`src/rtl/imem_boot_ctrl.sv`:
```
// imem_boot_ctrl
//   Boot/load sequencer for the instruction memory and fetch stage. While the CPU
//   is held in reset, a host streams a program into the single-port imem starting
//   at BOOT_ADDR. The controller then spends one cycle reading the boot word and
//   finally releases fetch, which takes imem address control back.
//
// Ports
//   clk, rst_n        clock, asynchronous active-low reset
//   ld_start, ld_len  begin a load of ld_len words (accepted in HOLD, halt low)
//   ld_valid, ld_data loader word stream
//   ld_ready          loader word accepted this cycle
//   ld_done           one-cycle pulse after the last word is written
//   halt              level: abort load / stop CPU, return to HOLD
//   fetch_addr        imem address from fetch
//   mem_addr, mem_we, mem_wdata  imem port
//   cpu_rst           active-high synchronous reset to fetch
//   running           high in RUN only
module imem_boot_ctrl #(
    parameter int unsigned ADDR_WIDTH = 9,
    parameter int unsigned DATA_WIDTH = 32,
    parameter logic [31:0] BOOT_ADDR  = 32'h0000_0000
) (
    input  logic                  clk,
    input  logic                  rst_n,
    input  logic                  ld_start,
    input  logic [ADDR_WIDTH:0]   ld_len,
    input  logic                  ld_valid,
    input  logic [DATA_WIDTH-1:0] ld_data,
    output logic                  ld_ready,
    output logic                  ld_done,
    input  logic                  halt,
    input  logic [ADDR_WIDTH-1:0] fetch_addr,
    output logic [ADDR_WIDTH-1:0] mem_addr,
    output logic                  mem_we,
    output logic [DATA_WIDTH-1:0] mem_wdata,
    output logic                  cpu_rst,
    output logic                  running
);

    // Largest legal load: the whole memory.
    localparam logic [ADDR_WIDTH:0]   MaxLen  = {1'b1, {ADDR_WIDTH{1'b0}}};
    localparam logic [ADDR_WIDTH-1:0] BootPtr = BOOT_ADDR[ADDR_WIDTH-1:0];

    typedef enum logic [1:0] {
        StHold,
        StLoad,
        StRelease,
        StRun
    } state_e;

    state_e                state_q;
    logic [ADDR_WIDTH-1:0] wr_ptr_q;
    logic [ADDR_WIDTH:0]   remaining_q;
    logic                  cpu_rst_q;
    logic                  ld_done_q;
    logic                  running_q;

    logic [ADDR_WIDTH:0]   len_sat;
    logic                  in_load;

    assign len_sat = (ld_len > MaxLen) ? MaxLen : ld_len;
    assign in_load = (state_q == StLoad);

    // Memory port and handshake are decoded from the current state so a word is
    // written in the same cycle it is offered; halt blocks the write immediately.
    always_comb begin
        ld_ready  = in_load & ~halt;
        mem_we    = in_load & ~halt & ld_valid;
        mem_addr  = in_load ? wr_ptr_q : fetch_addr;
        mem_wdata = ld_data;
    end

    always_ff @(posedge clk or negedge rst_n) begin
        if (!rst_n) begin
            state_q     <= StHold;
            wr_ptr_q    <= BootPtr;
            remaining_q <= '0;
            cpu_rst_q   <= 1'b1;
            ld_done_q   <= 1'b0;
            running_q   <= 1'b0;
        end else begin
            ld_done_q <= 1'b0;
            if (halt) begin
                state_q   <= StHold;
                cpu_rst_q <= 1'b1;
                running_q <= 1'b0;
            end else begin
                unique case (state_q)
                    StHold: begin
                        if (ld_start) begin
                            remaining_q <= len_sat;
                            wr_ptr_q    <= BootPtr;
                            state_q     <= (len_sat != '0) ? StLoad : StRelease;
                        end
                    end
                    StLoad: begin
                        if (ld_valid) begin
                            // Pointer wraps naturally past the top of memory.
                            wr_ptr_q    <= wr_ptr_q + 1'b1;
                            remaining_q <= remaining_q - 1'b1;
                            if (remaining_q == (ADDR_WIDTH + 1)'(1)) begin
                                ld_done_q <= 1'b1;
                                state_q   <= StRelease;
                            end
                        end
                    end
                    StRelease: begin
                        // Fetch still in reset presents BOOT_ADDR this cycle.
                        state_q   <= StRun;
                        cpu_rst_q <= 1'b0;
                        running_q <= 1'b1;
                    end
                    StRun: begin
                        state_q <= StRun;
                    end
                    default: begin
                        state_q <= StHold;
                    end
                endcase
            end
        end
    end

    assign ld_done = ld_done_q;
    assign cpu_rst = cpu_rst_q;
    assign running = running_q;

endmodule

```
`config.mk`:
```
export PLATFORM = sky130hd
export DESIGN_NAME = imem_boot_ctrl
export DESIGN_NICKNAME = d
export VERILOG_FILES = /design/src/rtl/imem_boot_ctrl.sv
export SDC_FILE = /design/constraint.sdc
export NUM_CORES = 1
export LEC_CHECK = 0
export CORE_MARGIN = 3
export CORE_UTILIZATION = 41
export DETAILED_ROUTE_END_ITERATION = 8
export PLACE_DENSITY = 0.87
export SYNTH_ARGS = -nofsm -noshare
export SYNTH_HDL_FRONTEND = slang
export SYNTH_SLANG_ARGS = --single-unit
```
`constraint.sdc`:
```
create_clock -name clk -period 2.6 [get_ports clk]
set_clock_uncertainty 0.05 [all_clocks]
set_input_delay 0.78 -clock clk [delete_from_list [all_inputs] [get_ports clk]]
set_output_delay 0.78 -clock clk [all_outputs]
set_load 0.01 [all_outputs]
```
# After elaboration in Yosys (flattened, before gate mapping)
# Cells that the tools add are included.
# W data, S select, Z words.
[word_totals]
register_bits = 24
in_bits = 56
elab_cells = 50
out_inout_bits = 46
[op_classes]
muxes = 22
addsub = 2
order_cmp = 1
eq_ne = 9
n_reduce_logical = 7
bitwise = 3
[ops]
columns = ["op", "count"]
rows = [
  ["$mux W10", 3],
  ["$mux W9", 3],
  ["$pmux W10 S2", 1],
  ["$pmux W9 S2", 1],
  ["$eq A10 B1 Y1 const B", 1],
  ["$gt A10 B10 Y1 const B", 1],
  ["$mux W2", 5],
  ["$reduce_bool A10 Y1", 1],
  ["$sub A10 B1 Y10 const B", 1],
  ["$add A9 B1 Y9 const B", 1],
  ["$mux W1", 8],
  ["$ne A3 B3 Y1 const B", 2],
  ["$pmux W2 S3", 1],
  ["$eq A2 B2 Y1 const B", 2],
  ["$ne A2 B2 Y1 const B", 2],
  ["$reduce_and A4 Y1", 1],
  ["$reduce_bool A2 Y1", 2],
  ["$ne A3 B2 Y1 const B", 1],
  ["$reduce_and A3 Y1", 1],
  ["$and A1 B1 Y1", 2],
  ["$eq A2 B1 Y1 const B", 1],
  ["$logic_not A2 Y1", 1],
  ["$reduce_or A2 Y1", 1],
  ["$not A1 Y1", 1],
]

# Logic depth before layout (Yosys ltp)
[depth]
ltp_word = 7
depth_mapped = 7
mapped_depth_nobuf = 6

# Worst setup path after synthesis
# No wires, ideal clock.
[synth_path]
path_kind = "input to output"
from = "in halt"
to = "out mem_we"
slack_ns = 0.538
stages = 3
arrival_time_ns = 1.232
t_required_ns = 1.770
path_buffers = 0
path_cell_list = "nor2_1 nand2_1 inv_1"
[synth_between]
elab_chain_len = 3
[synth_rtl]
columns = ["element", "line_no", "text"]
rows = [
  ["from (decl)", "31", "input logic halt,"],
  ["$not A1 Y1 (no source line)", "-", ""],
  ["$and A1 B1 Y1 (2 in series)", "68", "mem_we = in_load & ~halt & ld_valid;"],
  ["to (decl)", "34", "output logic mem_we,"],
]
# No other way between the ends.

# Worst setup path after layout
[layout_path]
from = "in halt"
to = "out ld_ready"
[layout_between]
elab_chain_len = 2
[layout_rtl]
columns = ["element", "line_no", "text"]
rows = [
  ["$not A1 Y1 (no source line)", "-", ""],
  ["$and A1 B1 Y1", "67", "ld_ready = in_load & ~halt;"],
  ["to (decl)", "29", "output logic ld_ready,"],
]
# No other way between the ends.

==> flow_metrics.tcl <==
set metrics [dict create \
    place_inst 267 \
    grtUsageMet2 0.255 \
    ios 102 \
    dpl.hpwl_mm 2.86 \
    cts_tree "yes" \
    hold_buffers 0 \
    synth_top_family_by_area "simple AND/OR/NAND/NOR gates" \
    crit_arrival_ns 1.72 \
    dr.pass1.iters 5 \
    ys_top_cells_by_area "dfrtp_1 (34%), buf_4 (14%), nand2_1 (8.6%)" \
    yosys_warnings 0 \
    fin_util 0.517 \
    min_period_ns 2.55 \
    yosysTopAreaCellShare 0.340 \
    worstMarginPinSlew_ns 0.461 \
    clk_latency_ns 0.27 \
    use_met1 0.209 \
    min_to "cpu_rst$_DFFE_PN1P_" \
    hold_class "reg -> reg" \
    syn_area_sq_um 1690 \
    clk_pin_slew_worst_paths_ns 0.08 \
    seq_area_frac_synth 0.356 \
    synthAdderAreaFrac 0.0222 \
    min_period_over_period 0.982 \
    place_congestion 0.924 \
    final_cells 271 \
    synthTopCellsByCount "nand2_1 (39), buf_4 (32), dfrtp_1 (23)" \
    whs_ns 0.411 \
    worst-r2r-cell-count 6 \
    syn_nets 269 \
    synth-async-reset-ratio 1.00 \
    cts_buffers 3 \
    grt_max_degree 25 \
    rrSetupSlack_ns 0.72 \
    synth_ff_type "dfrtp_1" \
    area_growth_pct 16.9 \
    critPathSlowestCell "clkdlybuf4s50_1" \
    overflow 0 \
    antenna_found_initial 0 \
    drive_above_1_share 0.117 \
    synth_cells 210 \
    diodes 0 \
    wl_per_cell_um 14.2 \
    synth_most_common_cell "nand2_1" \
    max-clock-path-buffers 2 \
    synth.area.mux_share 0.00665 \
    hold_path_depth 2 \
    grt_pass1_vias 1405 \
    path_cells "clkdlybuf4s50_1 > nor2_2 > buf_4 > clkdlybuf4s15_1" \
    vias 1486 \
    timing.rr.start "remaining_q[0]$_DFFE_PN0P_" \
    netlist-cell-type-count 40 \
    status "finished clean" \
    dp_slack_ns -0.324 \
    critPathKind "in -> out" \
    finalWorstSetupSlack_ns 0.0461 \
    core_sq_um 3830 \
    r2r_end "remaining_q[6]$_DFFE_PN0P_" \
    drc 0 \
    slew_viol_final 0 \
    synth_xor_area_frac 0.0259 \
    power.density_nw_per_um2 543 \
    relSlewSlack 0.690 \
    end_kind "output port" \
    chipWidth_um 70.3 \
    peakVddDrop_mv 0.183 \
    grt_use_total 0.162 \
    worstPathRequired_ns 1.77 \
    min_from "cpu_rst$_DFFE_PN1P_" \
    max-cap-violations 0 \
    synthSimpleGateAreaFrac 0.250 \
    die_area_sq_um 4940 \
    yosys.area.top_type "dfrtp_1" \
    busiest_layer "met2" \
    start_kind "input pin" \
    final_antenna_net_count 0 \
    met3_usage 0.0302 \
    clock-sinks 24 \
    grt_pass1_wl_mm 6.54 \
    drt_wl_total_mm 3.84 \
    nets 283 \
    syn_avg_cell_area_sq_um 8.06 \
    cp_slowest_stage_delay_ns 0.44 \
    synth_edf_count 0 \
    clock.fmax_ghz 0.392 \
    htree_levels 1 \
    p_leak_nw 0.906 \
    port_buffers 37 \
    rsz0062_at_grt "false" \
    drtIter0Drc 166 \
    start_util 0.442 \
    ys_ff_latch 24 \
    synth-compound-area-share 0.163 \
    num_rows 22 \
    path_max_fanout 2 \
    die_height_um 70.3 \
    finalSetupViolCount 0 \
    hold_viol 0 \
    root_buffer "clkbuf_8" \
    routed_via_density 5.48 \
]
## cells in the final DEF (no fill, tap or decap), drive strengths merged, types with 2 or more instances in the layout
master,n
nand2,39
clkdlybuf4s50,26
dfrtp,23
nor2,20
a21oi,13
buf,12
o21ai,11
dlygate4sd2,9
inv,8
nand4,6
nand3,5
xor2,5
clkbuf,4
nor4,3
a31oi,3
ha,3
nand2b,2
or4,2
and4,2
and2,2
a22oi,2
o2bb2ai,2
a31o,2
a311oi,2
nor3,2
## worst max-delay path: cells and delay by family
family	cells	cell delay (ns)
and+or+nand+nor	1	0.14
buffers and inverters	3	0.80
## per-layer routing
layer / part of all wire / wire [um]
met4: 0.026 / 101
met1: 0.44 / 1700
met2: 0.47 / 1790
met3: 0.065 / 250
met5: 0 / 0
## where the power goes
part	switching (mW)	leakage [nW]	internal, mW
clock network	0.116	0.0228	0.109
registers	0.0690	0.309	0.434
logic	0.183	0.574	0.162
total	0.368	0.906	0.706
## registers in the layout (all words and copies together), names as in the netlist
register and flops:
remaining_q 10, wr_ptr_q 9, state_q 2, cpu_rst 1
ld_done 1, running 1
## repair_timing
action                     4_1_cts  5_1_grt
setup buffers                    0        0
pin swaps                        1        1
setup endpoints to repair       11        1
gates resized for setup         14        2
cloned                           0        0
## layout make-up
class / instances / area (sq um)
Timing Repair Buffer: 48 / 449
Multi-Input combinational cell: 139 / 793
Tap cell: 48 / 60.1
Fill cell: 365 / 1850
Sequential cell: 24 / 602
Inverter: 8 / 30.0
Clock buffer: 4 / 45.0
## through the flow
step / area (sq um) / TNS (ns) / power [mW]
after CTS: 1980 / 0 / 1.08
final: 1980 / 0 / 1.07
after floorplan: 1690 / 0 / 0.753
after global placement: 1950 / -1.46 / 0.850
after detailed placement: 1950 / -1.57 / 0.863
after global routing: 1980 / 0 / 1.16
## cells by family after synthesis
| group | after synthesis |
|---|---|
| buf+inv | 47 |
| flops | 24 |
| xor+xnor | 5 |
| simple gates | 88 |
| fa+ha+maj | 3 |
| compound gates | 42 |
| mux | 1 |
## worst max path at each step
stage	slack [ns]	startpoint	cells past startpoint	to
floorplan	0.54	halt	3	mem_we
global placement	-0.33	halt	5	mem_we
detailed placement	-0.32	halt	5	mem_we
CTS	0.01	halt	5	mem_we
global route	0.02	halt	4	ld_ready
finish	0.05	halt	4	ld_ready
Power figures use the tool's default switching activity.
